[config.mk]
export PLATFORM = sky130hd
export DESIGN_NAME = bram_arbiter
export DESIGN_NICKNAME = d
export VERILOG_FILES = /design/src/rtl/bram_arbiter_pkg.sv /design/src/rtl/bram_arbiter_slot.sv /design/src/rtl/bram_arbiter.sv
export SDC_FILE = /design/constraint.sdc
export NUM_CORES = 1
export LEC_CHECK = 0
export ABC_AREA = 1
export CORE_AREA = 2 2 240 195
export DETAILED_ROUTE_END_ITERATION = 6
export DIE_AREA = 0 0 242 197
export GPL_ROUTABILITY_DRIVEN = 0
export SYNTH_ARGS = -nofsm -noshare
export SYNTH_HDL_FRONTEND = slang
export SYNTH_HIERARCHICAL = 1
export SYNTH_SLANG_ARGS = --single-unit
[constraint.sdc]
create_clock -name clock -period 6.85 [get_ports clock]
set_clock_uncertainty 0.05 [all_clocks]
set_input_delay 1.37 -clock clock [delete_from_list [all_inputs] [get_ports clock]]
set_output_delay 1.37 -clock clock [all_outputs]
set_load 0.02 [all_outputs]
[src/rtl/bram_arbiter_pkg.sv]
// bram_arbiter_pkg: request record, arbiter states and bram window bounds shared by the arbiter.
package bram_arbiter_pkg;
  localparam logic [31:0] bram_base_addr = 32'h0000_0000;
  localparam logic [31:0] bram_top_addr  = 32'h0010_0000;
  typedef struct packed {
    logic        instr;
    logic [31:0] addr;
    logic [31:0] wdata;
    logic [3:0]  wstrb;
  } mem_req_t;
  localparam int REQ_W = $bits(mem_req_t);
  typedef enum logic [2:0] {IDLE, BUSY_I, BUSY_D, LOCAL_I, LOCAL_D} arb_state_t;
  // Offset compare keeps a zero base from degenerating into a constant test.
  function automatic logic in_window(logic [31:0] addr, logic [31:0] base, logic [31:0] top);
    return (addr - base) < (top - base);
  endfunction
endpackage

[src/rtl/bram_arbiter_slot.sv]
// bram_arbiter_slot: one-deep request capture register with pending bit.
module bram_arbiter_slot import bram_arbiter_pkg::*; (
  input  logic             clock,
  input  logic             reset,
  input  logic             valid,
  input  logic [REQ_W-1:0] req,
  input  logic             clear,
  output logic             pending,
  output logic [REQ_W-1:0] req_q
);
  always_ff @(posedge clock or posedge reset) begin
    if (reset) begin
      pending <= 1'b0;
      req_q   <= '0;
    end else if (valid && (!pending || clear)) begin
      pending <= 1'b1;
      req_q   <= req;
    end else if (clear) begin
      pending <= 1'b0;
    end
  end
  a_one_outstanding: assert property (@(posedge clock) disable iff (reset) !(valid && pending && !clear))
    else $error("bram_arbiter_slot: request while slot pending, ignored");
endmodule

[src/rtl/bram_arbiter.sv]
// bram_arbiter: shares the bram port between instruction fetch (I) and load/store (D).
// Define BRAM_ARBITER_ROUND_ROBIN_EN for round-robin instead of fixed D-over-I priority.
module bram_arbiter import bram_arbiter_pkg::*; #(
  parameter logic [31:0] BRAM_BASE = bram_base_addr,
  parameter logic [31:0] BRAM_TOP  = bram_top_addr
) (
  input  logic        reset,
  input  logic        clock,
  input  logic        imem_valid,
  input  logic        imem_instr,
  input  logic [31:0] imem_addr,
  input  logic [31:0] imem_wdata,
  input  logic [3:0]  imem_wstrb,
  output logic [31:0] imem_rdata,
  output logic        imem_ready,
  input  logic        dmem_valid,
  input  logic        dmem_instr,
  input  logic [31:0] dmem_addr,
  input  logic [31:0] dmem_wdata,
  input  logic [3:0]  dmem_wstrb,
  output logic [31:0] dmem_rdata,
  output logic        dmem_ready,
  output logic        memory_valid,
  output logic        memory_instr,
  output logic [31:0] memory_addr,
  output logic [31:0] memory_wdata,
  output logic [3:0]  memory_wstrb,
  input  logic [31:0] memory_rdata,
  input  logic        memory_ready
);
  arb_state_t       state, state_n;
  mem_req_t         mreq, live_i, live_d, sel_i, sel_d, win;
  logic [REQ_W-1:0] q_i, q_d;
  logic             pend_i, pend_d, done_i, done_d, busy, free;
  logic             elig_i, elig_d, prefer_d, pick_d, grant, in_range;
  assign live_i = {imem_instr, imem_addr, imem_wdata, imem_wstrb};
  assign live_d = {dmem_instr, dmem_addr, dmem_wdata, dmem_wstrb};
  bram_arbiter_slot u_slot_i (.clock, .reset, .valid(imem_valid), .req(live_i), .clear(done_i), .pending(pend_i), .req_q(q_i));
  bram_arbiter_slot u_slot_d (.clock, .reset, .valid(dmem_valid), .req(live_d), .clear(done_d), .pending(pend_d), .req_q(q_d));
  // A completing transaction frees the port in the same cycle, so the next grant needs no idle bubble.
  always_comb begin
    busy       = state == BUSY_I || state == BUSY_D;
    done_i     = (state == BUSY_I && memory_ready) || state == LOCAL_I;
    done_d     = (state == BUSY_D && memory_ready) || state == LOCAL_D;
    imem_ready = done_i;
    dmem_ready = done_d;
    imem_rdata = (state == BUSY_I && memory_ready) ? memory_rdata : '0;
    dmem_rdata = (state == BUSY_D && memory_ready) ? memory_rdata : '0;
    free       = state == IDLE || (busy && memory_ready);
    elig_i     = (pend_i && !done_i) || imem_valid;
    elig_d     = (pend_d && !done_d) || dmem_valid;
    sel_i      = (pend_i && !done_i) ? mem_req_t'(q_i) : live_i;
    sel_d      = (pend_d && !done_d) ? mem_req_t'(q_d) : live_d;
    pick_d     = elig_d && (!elig_i || prefer_d);
    grant      = free && (elig_i || elig_d);
    win        = pick_d ? sel_d : sel_i;
    in_range   = in_window(win.addr, BRAM_BASE, BRAM_TOP);
    state_n    = grant ? (pick_d ? (in_range ? BUSY_D : LOCAL_D) : (in_range ? BUSY_I : LOCAL_I))
               : (free || state == LOCAL_I || state == LOCAL_D) ? IDLE : state;
  end
  always_ff @(posedge clock or posedge reset) begin
    if (reset) begin
      state        <= IDLE;
      memory_valid <= 1'b0;
      mreq         <= '0;
    end else begin
      state        <= state_n;
      memory_valid <= grant && in_range;
      if (grant && in_range) mreq <= win;
    end
  end
`ifdef BRAM_ARBITER_ROUND_ROBIN_EN
  always_ff @(posedge clock or posedge reset) begin
    if (reset) prefer_d <= 1'b1;
    else if (grant) prefer_d <= !pick_d;
  end
`else
  assign prefer_d = 1'b1;
`endif
  assign memory_instr = mreq.instr;
  assign memory_addr  = mreq.addr;
  assign memory_wdata = mreq.wdata;
  assign memory_wstrb = mreq.wstrb;
  a_spurious_ready: assert property (@(posedge clock) disable iff (reset) !(memory_ready && !busy))
    else $warning("bram_arbiter: memory_ready with no transaction outstanding, discarded");
endmodule

==> results of run 1 <==
-- worst max-delay path: stages --
cell and delay [ns]:
clkdlybuf4s50_1 0.46, inv_1 0.05, nor2_1 0.14, nand3_1 0.45, buf_4 0.41, nor2_1 0.19
clkdlybuf4s50_1 0.63
-- cells in the mapped netlist, drive strengths merged --
cell / count
nand2: 612
dfrtp: 213
o21ai: 178
nand3: 149
nor2: 133
buf: 80
inv: 72
nand4: 65
clkbuf: 39
a21oi: 2
a31oi: 1
ha: 1
nand3b: 1
nor3: 1
-- registers in the layout (all words and copies together) (netlist names) --
register          count
u_slot_d/pending      1
u_slot_i/req_q       69
u_slot_d/req_q       69
memory_wstrb          4
memory_addr          32
state                 3
memory_valid          1
memory_wdata         32
memory_instr          1
u_slot_i/pending      1
-- metal layers --
| metal | up-vias | routed length, um | global-route usage, % |
|---|---|---|---|
| met5 | - | 26 | 0 |
| met4 | 4 | 919 | 3.932 |
| li1 | 5423 | - | - |
| met2 | 477 | 18570 | 27.23 |
| met3 | 60 | 3196 | 4.194 |
| met1 | 5380 | 18870 | 23.18 |
-- cell type report --
cell class / count / area share (%)
flip-flops and latches: 213 / 34.78
clock inverters: 6 / 0.4082
multi-input cells: 1143 / 32.58
well taps: 612 / 4.997
clock buffers: 36 / 4.613
repair buffers: 322 / 20.80
inverters: 72 / 1.813
-- worst max path at each step --
stage,start,endpoint,slack [ns]
after global routing,memory_ready,imem_rdata[7],1.60
after global placement,memory_ready,state[1],1.59
after floorplan,memory_ready,dmem_rdata[22],3.12
after CTS,memory_ready,imem_rdata[7],1.68
final,memory_ready,imem_rdata[7],1.73
after detailed placement,memory_ready,state[1],1.48
-- power by group --
part | switching, mW | internal (mW) | leakage [nW]
clock network | 0.547 | 0.749 | 0.379
registers | 0.307 | 1.80 | 2.74
logic | 2.05 | 1.02 | 4.37
total | 2.90 | 3.57 | 7.49
-- layout by cell type, fill, tap and decap left out, types with 4 or more instances in the layout --
cell type | synthesis | final
clkbuf_8 | 0 | 4
o21ai_1 | 8 | 8
dfrtp_1 | 213 | 213
clkbuf_16 | 0 | 25
inv_1 | 52 | 49
inv_2 | 20 | 20
nor2_1 | 129 | 129
nand2_1 | 603 | 603
nand3_1 | 147 | 147
nand2_4 | 5 | 6
buf_4 | 20 | 14
clkdlybuf4s50_1 | 0 | 308
clkbuf_1 | 39 | 7
o21ai_0 | 170 | 170
nand4_1 | 65 | 65
-- kinds of logic after synthesis --
group,count (synthesis),synth area share [%]
buffers and inverters,191,8.010
adders and majority gates,1,0.1119
and+or+nand+nor,961,36.11
DFF,213,47.66
AOI/OAI and AO/OA,181,8.111
-- stage by stage --
| stage | hold slack, ns | worst slack [ns] |
|---|---|---|
| CTS | 0.4177 | 1.683 |
| global placement | 0.3984 | 1.594 |
| detailed placement | 0.4031 | 1.484 |
| finish | 0.4149 | 1.726 |
| global route | 0.4298 | 1.599 |
| floorplan | 0.3832 | 3.118 |
==> summary.md, run 1 <==
| Metric | Value |
|---|---|
| Yosys cell types | `24` |
| # IOs | `311` |
| RR Endpoint | `state[1]` |
| Relative slew slack | `27.92%` |
| R2R depth | `15` |
| Die W | `242 um` |
| Vias per Instance | `4.719` |
| Element type at the critical path end | `primary output` |
| DR iter-0 viols | `1143` |
| Min-delay worst type | `register to register` |
| # fillers | `4757` |
| Total power | `6.473 mW` |
| DRT Wirelength | `41.58 mm` |
| Cts repair resizes | `0` |
| Grt ovf | `0` |
| First-pass GRT wire length | `64.27 mm` |
| Worst-path maximum fanout | `22` |
| Pre-antenna DRT Iters | `5` |
| Initial core utilization | `24.75%` |
| Final core utilization | `33.91%` |
| Syn avg cell area | `7.230 um2` |
| Worst setup SP type | `input pin` |
| Final Instance Area | `15320 um2` |
| Tmin final | `5.124 ns` |
| Total Routing Usage GR | `17.01%` |
| Share of layout cells above drive strength 1 | `4.911%` |
| WS Path Type | `input pin to primary output` |
| Worst Tran Pin Value | `1.081 ns` |
| Post-CTS Setup Bufs | `0` |
| Synthesized netlist cell count | `1547` |
| PwrDens | `422.4 nW/um2` |
| Status | `finished clean` |
| # clock sinks | `213` |
| Number of buffers created by CTS | `25` |
| Antenna violations before repair | `3` |
| Die height | `197 um` |
| TNS Setup | `0 ns` |
| Post-DP HPWL | `26.94 mm` |
| Final period util | `74.80%` |
| Area of the multi-input gates | `4994 um2` |
| Synth warnings | `6` |
| Synth area leaders | `dfrtp_1 48%, nand2_1 20%, o21ai_0 7.6%` |
| Yosys top cell area share | `47.66%` |
| Syn nets | `1723` |
| Row count | `70` |
| Seq/Total Area, Yosys | `47.66%` |
| Synth Register Bits | `213` |
| Post-synth top area cell | `dfrtp_1` |
| Final hold violations | `0` |
| CTS max path bufs | `3` |
| Pin count of the biggest net entering global routing | `78` |
| Layout area overhead | `37.02%` |
| CTS tree | `done` |
| Core region area | `45190 um2` |
| Nets | `1953` |
| Routed WL per cell | `17.30 um` |
| Die area | `47670 um2` |
| CP Data Required Time | `5.43 ns` |
| RSZ-0062 raised after global routing | `no` |
| Max rail drop VDD | `262.7 uV` |
| Worst reg2reg path startpoint | `state[2]` |
| Clk pin slew, worst setup/hold paths | `0.06 ns` |
| H-tree depth | `1` |
| Achievable Freq | `195.2 MHz` |
| Pins over their slew limit | `0` |
| Min-Delay Endpoint | `u_slot_d/req_q[54]` |
| # diodes | `0` |
| Vias | `11340` |
| Arr. time, crit path | `3.70 ns` |
| Later-pin clock latency in the skew report | `0.53 ns` |
| Setup-failing EPs final | `0` |
| Reg-to-reg slack, setup | `2.97 ns` |
| PortBufs | `310` |
| Root Driver | `clkbuf_16` |
| Hold-fix buffers, CTS | `0` |
| Min-Delay Startpoint | `u_slot_d/req_q[54]` |
| Reg area | `5330 um2` |
| Cell Area, Placed | `14560 um2` |
| Fin cells | `2404` |
| Vias in the first global route | `11020` |
| Post-DRT Antenna Nets | `0` |
| MaxCap Viol Count | `0` |
| Mapped Area | `11180 um2` |
| Number of remaining DRC errors | `0` |
| Dpl cells | `2362` |
| Hold path cells | `2` |
| Static leakage | `7.493 nW` |
Power figures use the tool's default switching activity.
==> run 2, diff against run 1 <==
==> constraint.sdc (replaced) <==
create_clock -name clock -period 5.25 [get_ports clock]
set_clock_uncertainty 0.05 [all_clocks]
set_input_delay 1.05 -clock clock [delete_from_list [all_inputs] [get_ports clock]]
set_output_delay 1.05 -clock clock [all_outputs]
set_load 0.02 [all_outputs]
==> run 2 against run 1 <==
Hold slack got worse by 0.0020 ns. Sequential share of layout area down 0.25 points. Core utilization is 0.24 points higher. First-iteration DRC count is 29% lower. Count of clock-buffer cells in the layout stayed put. Final cell count grew 0.37%. Setup slack got worse by 0.56 ns. Critical endpoint is now dmem_ready. Largest power group unchanged. Highest routed layer unchanged.
==> summary.md, run 2 (synthesis gave the netlist of run 1 again) <==
| Metric | Value |
|---|---|
| Biggest regs | `u_slot_d/req_q: 69 flops, u_slot_i/req_q: 69 flops` |
| Pin count of the biggest net entering global routing | `74` |
| Clk pin slew, worst setup/hold paths | `0.05 ns` |
| Post-layout worst setup margin | `1.169 ns` |
| Setup WS pre-CTS | `1.051 ns` |
| Pre-antenna DRT Iters | `6` |
| Top delay family on crit path | `buffers and inverters` |
| Nets | `1960` |
| Die W | `242 um` |
| Row count | `70` |
| Total Routing Usage GR | `17.56%` |
| CTS tree | `done` |
| Final period util | `77.73%` |
| Most common cell after layout, fill and taps aside | `nand2_1` |
| H-tree depth | `1` |
| PwrDens | `558.5 nW/um2` |
| RSZ-0062 raised after global routing | `no` |
| Vias in the first global route | `10900` |
| Pins over their slew limit | `0` |
| Routed WL per cell | `17.62 um` |
| Slowest-stage cell, CP | `clkdlybuf4s50_1` |
| Core region area | `45190 um2` |
| Met2 wire length | `18.95 mm` |
| CP Data Required Time | `4.15 ns` |
| Initial core utilization | `24.75%` |
| Slowest stage delay, CP | `0.64 ns` |
| DR iter-0 viols | `813` |
| Die height | `197 um` |
| Grt ovf | `0` |
| # IOs | `311` |
| # fillers | `4759` |
| TNS Setup | `0 ns` |
| Post-CTS Setup Bufs | `0` |
| Final core utilization | `34.15%` |
| Antenna violations before repair | `2` |
| Hold-fix buffers, CTS | `0` |
| Max layer used | `met5` |
| Max rail drop VDD | `391.2 uV` |
| DRT Wirelength | `42.52 mm` |
| Final hold violations | `0` |
| Tmin final | `4.081 ns` |
| Root Driver | `clkbuf_16` |
| Most frequent cells in the layout | `603 x nand2_1, 308 x clkdlybuf4s50_1, 213 x dfrtp_1` |
| CP bufs+invs | `4` |
| MaxCap Viol Count | `0` |
| Vias | `11320` |
| Worst-path maximum fanout | `34` |
| Worst-path cell chain | `clkdlybuf4s50_1 > inv_1 > nor2_1 > nand2_2 > buf_4 > nand2_1 > clkdlybuf4s50_1` |
| Relative slew slack | `25.53%` |
| Arr. time, crit path | `2.98 ns` |
| Status | `finished clean` |
| Post-DRT Antenna Nets | `0` |
| First-pass GRT wire length | `65.67 mm` |
| CTS max path bufs | `3` |
| Layout area overhead | `38.00%` |
| Die area | `47670 um2` |
| Number of buffers created by CTS | `25` |
| Met3 Routed Length | `3.253 mm` |
| Worst setup SP type | `input pin` |
| Later-pin clock latency in the skew report | `0.53 ns` |
| WS Path Type | `input pin to primary output` |
| Most frequent CP cell | `clkdlybuf4s50_1` |
| Setup-failing EPs final | `0` |
| Achievable Freq | `245.0 MHz` |
| Worst Tran Pin Value | `1.117 ns` |
| Share of layout cells above drive strength 1 | `5.444%` |
| Vias per Instance | `4.689` |
| Static leakage | `7.559 nW` |
| Cts repair resizes | `0` |
| PortBufs | `310` |
| WL met1 | `19.37 mm` |
| Element type at the critical path end | `primary output` |
| Min-delay worst type | `register to register` |
| Post-DP HPWL | `27.61 mm` |
| Number of remaining DRC errors | `0` |
| # clock sinks | `213` |
## run 2: cell types whose count changed in the layout (fill, tap and decap cells not counted)
cell	before	now
buf_12	0	1
clkbuf_8	4	6
clkinv_4	2	0
diode_2	0	1
clkinv_2	3	5
buf_4	14	20
bufinv_16	1	2
clkbuf_1	7	5
## run 2: final cells by class
type	count	area (um2)	share of cell area (%)
clock buffer	36	726.9	4.710
multi-input combinational	1143	4994	32.35
timing repair buffer	329	3253	21.08
inverter	72	277.8	1.800
clock inverter	7	85.08	0.5512
tap	612	765.7	4.961
antenna	1	2.502	0.01621
sequential	213	5330	34.53
## run 2: report_power, final
| group | switching (mW) | internal [mW] |
|---|---|---|
| sequential | 0.425 | 2.35 |
| combinational | 2.73 | 1.35 |
| clock | 0.717 | 1.05 |
## run 2: worst paths after layout
check / startpoint / endpoint / slack, ns / depth (start not counted)
worst max-delay path: memory_ready / dmem_ready / 1.17 / 7
worst min-delay path: u_slot_d/req_q[6] / u_slot_d/req_q[6] / 0.41 / 2
worst max register to register: state[2] / memory_wdata[19] / 2.13 / 13
worst min register to register: u_slot_d/req_q[6] / u_slot_d/req_q[6] / 0.41 / 2
max in group asynchronous: reset / u_slot_i/req_q[12] / 3.15 / 2
min in group asynchronous: reset / memory_valid / 1.21 / 2
## run 2: layer usage
| metal | up-vias | global-route usage [%] |
|---|---|---|
| li1 | 5436 | - |
| met1 | 5341 | 24.31 |
| met2 | 480 | 27.86 |
| met3 | 56 | 3.785 |
| met4 | 2 | 4.435 |
| met5 | - | 0 |
## run 2: worst reg2reg max path, delay by kind of cell, from the launching register on
kind,cells,cell delay [ns]
DFF,1,0.43
and+or+nand+nor,11,1.64
buffers and inverters,2,0.89
## run 2: metrics by stage
step	instance area, um2	power [mW]	std cells	hold WS, ns
3_5_place_dp	14620	6.867	2369	0.4032
3_3_place_gp	14620	6.801	2369	0.3987
5_1_grt	15430	9.328	2413	0.4330
2_1_floorplan	11180	5.329	1547	0.3832
6_report	15430	8.621	2413	0.4129
4_1_cts	15430	8.688	2412	0.4167
==> run 3, diff against run 2 <==
==> constraint.sdc (replaced) <==
create_clock -name clock -period 3.75 [get_ports clock]
set_clock_uncertainty 0.05 [all_clocks]
set_input_delay 0.75 -clock clock [delete_from_list [all_inputs] [get_ports clock]]
set_output_delay 0.75 -clock clock [all_outputs]
set_load 0.02 [all_outputs]
==> run 3 against run 2 <==
Setup slack got worse by 0.84 ns. Cell area is 1.3% higher. Largest cell class unchanged. Highest routed layer unchanged. Critical path type unchanged. Sequential share of layout area down 0.46 points. Non-clock buffer count rose by 12. Core utilization grew 0.46 points. Die area unchanged. Critical path depth is the same. Global-route usage rose by 0.16 points.
==> summary.md, run 3 (synthesis gave the netlist of run 1 again) <==
| Metric | Value |
|---|---|
| Grt ovf | `0` |
| First-pass GRT wire length | `66.37 mm` |
| # IOs | `311` |
| CTS tree | `done` |
| Final hold violations | `0` |
| # clock sinks | `213` |
| Nets | `1974` |
| Die height | `197 um` |
| Root Driver | `clkbuf_16` |
| Worst setup SP type | `input pin` |
| PortBufs | `310` |
| Most common cell after layout, fill and taps aside | `nand2_1` |
| Later-pin clock latency in the skew report | `0.54 ns` |
| Min-delay worst type | `register to register` |
| Cts repair resizes | `0` |
| Layout area overhead | `39.86%` |
| Clk pin slew, worst setup/hold paths | `0.06 ns` |
| Vias per Instance | `4.665` |
| PwrDens | `793.1 nW/um2` |
| Biggest regs | `u_slot_d/req_q: 69 flops, u_slot_i/req_q: 69 flops` |
| Worst-path maximum fanout | `10` |
| Number of buffers created by CTS | `27` |
| Pre-antenna DRT Iters | `5` |
| Pin count of the biggest net entering global routing | `83` |
| Vias in the first global route | `10950` |
| Arr. time, crit path | `2.62 ns` |
| CP Data Required Time | `2.95 ns` |
| Final period util | `91.31%` |
| Most frequent cells in the layout | `603 x nand2_1, 308 x clkdlybuf4s50_1, 213 x dfrtp_1` |
| Status | `finished clean` |
| Slowest-stage cell, CP | `clkdlybuf4s50_1` |
| Die area | `47670 um2` |
| Post-DP HPWL | `28.22 mm` |
| Antenna violations before repair | `2` |
| MaxCap Viol Count | `0` |
| Hold-fix buffers, CTS | `0` |
| DR iter-0 viols | `926` |
| Tmin final | `3.424 ns` |
| Die W | `242 um` |
| Achievable Freq | `292.1 MHz` |
| TNS Setup | `0 ns` |
| DRT Wirelength | `43.18 mm` |
| Post-CTS Setup Bufs | `0` |
| Pins over their slew limit | `0` |
| Share of layout cells above drive strength 1 | `6.057%` |
| Routed WL per cell | `17.78 um` |
| Initial core utilization | `24.75%` |
| Element type at the critical path end | `primary output` |
| H-tree depth | `1` |
| CTS max path bufs | `3` |
| Worst-path cell chain | `clkdlybuf4s50_1 > inv_1 > nor2_1 > nand3_1 > buf_4 > nor2_1 > clkdlybuf4s50_1` |
| Number of remaining DRC errors | `0` |
| Row count | `70` |
| WS Path Type | `input pin to primary output` |
| Vias | `11330` |
| Total Routing Usage GR | `17.72%` |
| Hold_ws | `0.4166 ns` |
| Worst Tran Pin Value | `1.119 ns` |
| Relative slew slack | `25.38%` |
| Core region area | `45190 um2` |
| Static leakage | `7.663 nW` |
| Slowest stage delay, CP | `0.63 ns` |
| Post-DRT Antenna Nets | `0` |
| RSZ-0062 raised after global routing | `no` |
| Max rail drop VDD | `447.5 uV` |
| Setup-failing EPs final | `0` |
run 3: cell count changes in the layout (fill, tap and decap cells not counted):
cell,before,now
buf_12,1,4
clkbuf_1,5,9
bufinv_16,2,3
clkinv_2,5,2
buf_4,20,29
clkbuf_16,25,27
run 3: per-layer routing:
layer,vias up,part of all wire [%],track usage [%]
met5,-,0.030,0
met4,2,2.2,4.458
met3,54,8.1,3.690
met2,483,45,28.36
met1,5327,44,24.44
li1,5466,-,-
run 3: final timing paths:
kind                                    start                 end  slack (ns)  depth (start not counted)
max                              memory_ready       imem_rdata[7]        0.33                          7
min                        u_slot_d/req_q[39]  u_slot_d/req_q[39]        0.42                          2
max reg2reg                          state[0]    memory_wdata[31]        1.03                         13
min reg2reg                u_slot_d/req_q[39]  u_slot_d/req_q[39]        0.42                          2
max in group asynchronous               reset  u_slot_d/req_q[12]        1.97                          2
min in group asynchronous               reset  u_slot_i/req_q[26]        0.72                          2
run 3: area by class of cell:
type / count / area, um2
timing repair buffer: 341 / 3381
fill: 4773 / 29550
antenna: 1 / 2.502
multi-input combinational: 1143 / 4994
inverter: 72 / 277.8
sequential: 213 / 5330
tap: 612 / 765.7
clock inverter: 5 / 100.1
clock buffer: 42 / 792.0
run 3: per-stage QoR:
step	worst slack, ns	std cells	area, um2	util, %	power [mW]
CTS	0.2892	2428	15640	34.61	12.52
detailed placement	0.2986	2381	14750	32.63	9.745
global route	0.2028	2429	15640	34.61	13.37
finish	0.3260	2429	15640	34.61	12.41
floorplan	1.097	1547	11180	-	7.461
global placement	0.3168	2381	14750	32.63	9.634
run 3: report_power, final:
group / leakage [nW] / switching [mW] / internal, mW
clock network: 0.437 / 1.06 / 1.64
logic: 4.48 / 3.88 / 1.95
registers: 2.74 / 0.580 / 3.29
run 3: worst max-delay path, delay by kind of cell:
family,cells,cell delay (ns)
AND/OR/NAND/NOR,3,0.50
buffers and inverters,4,1.36
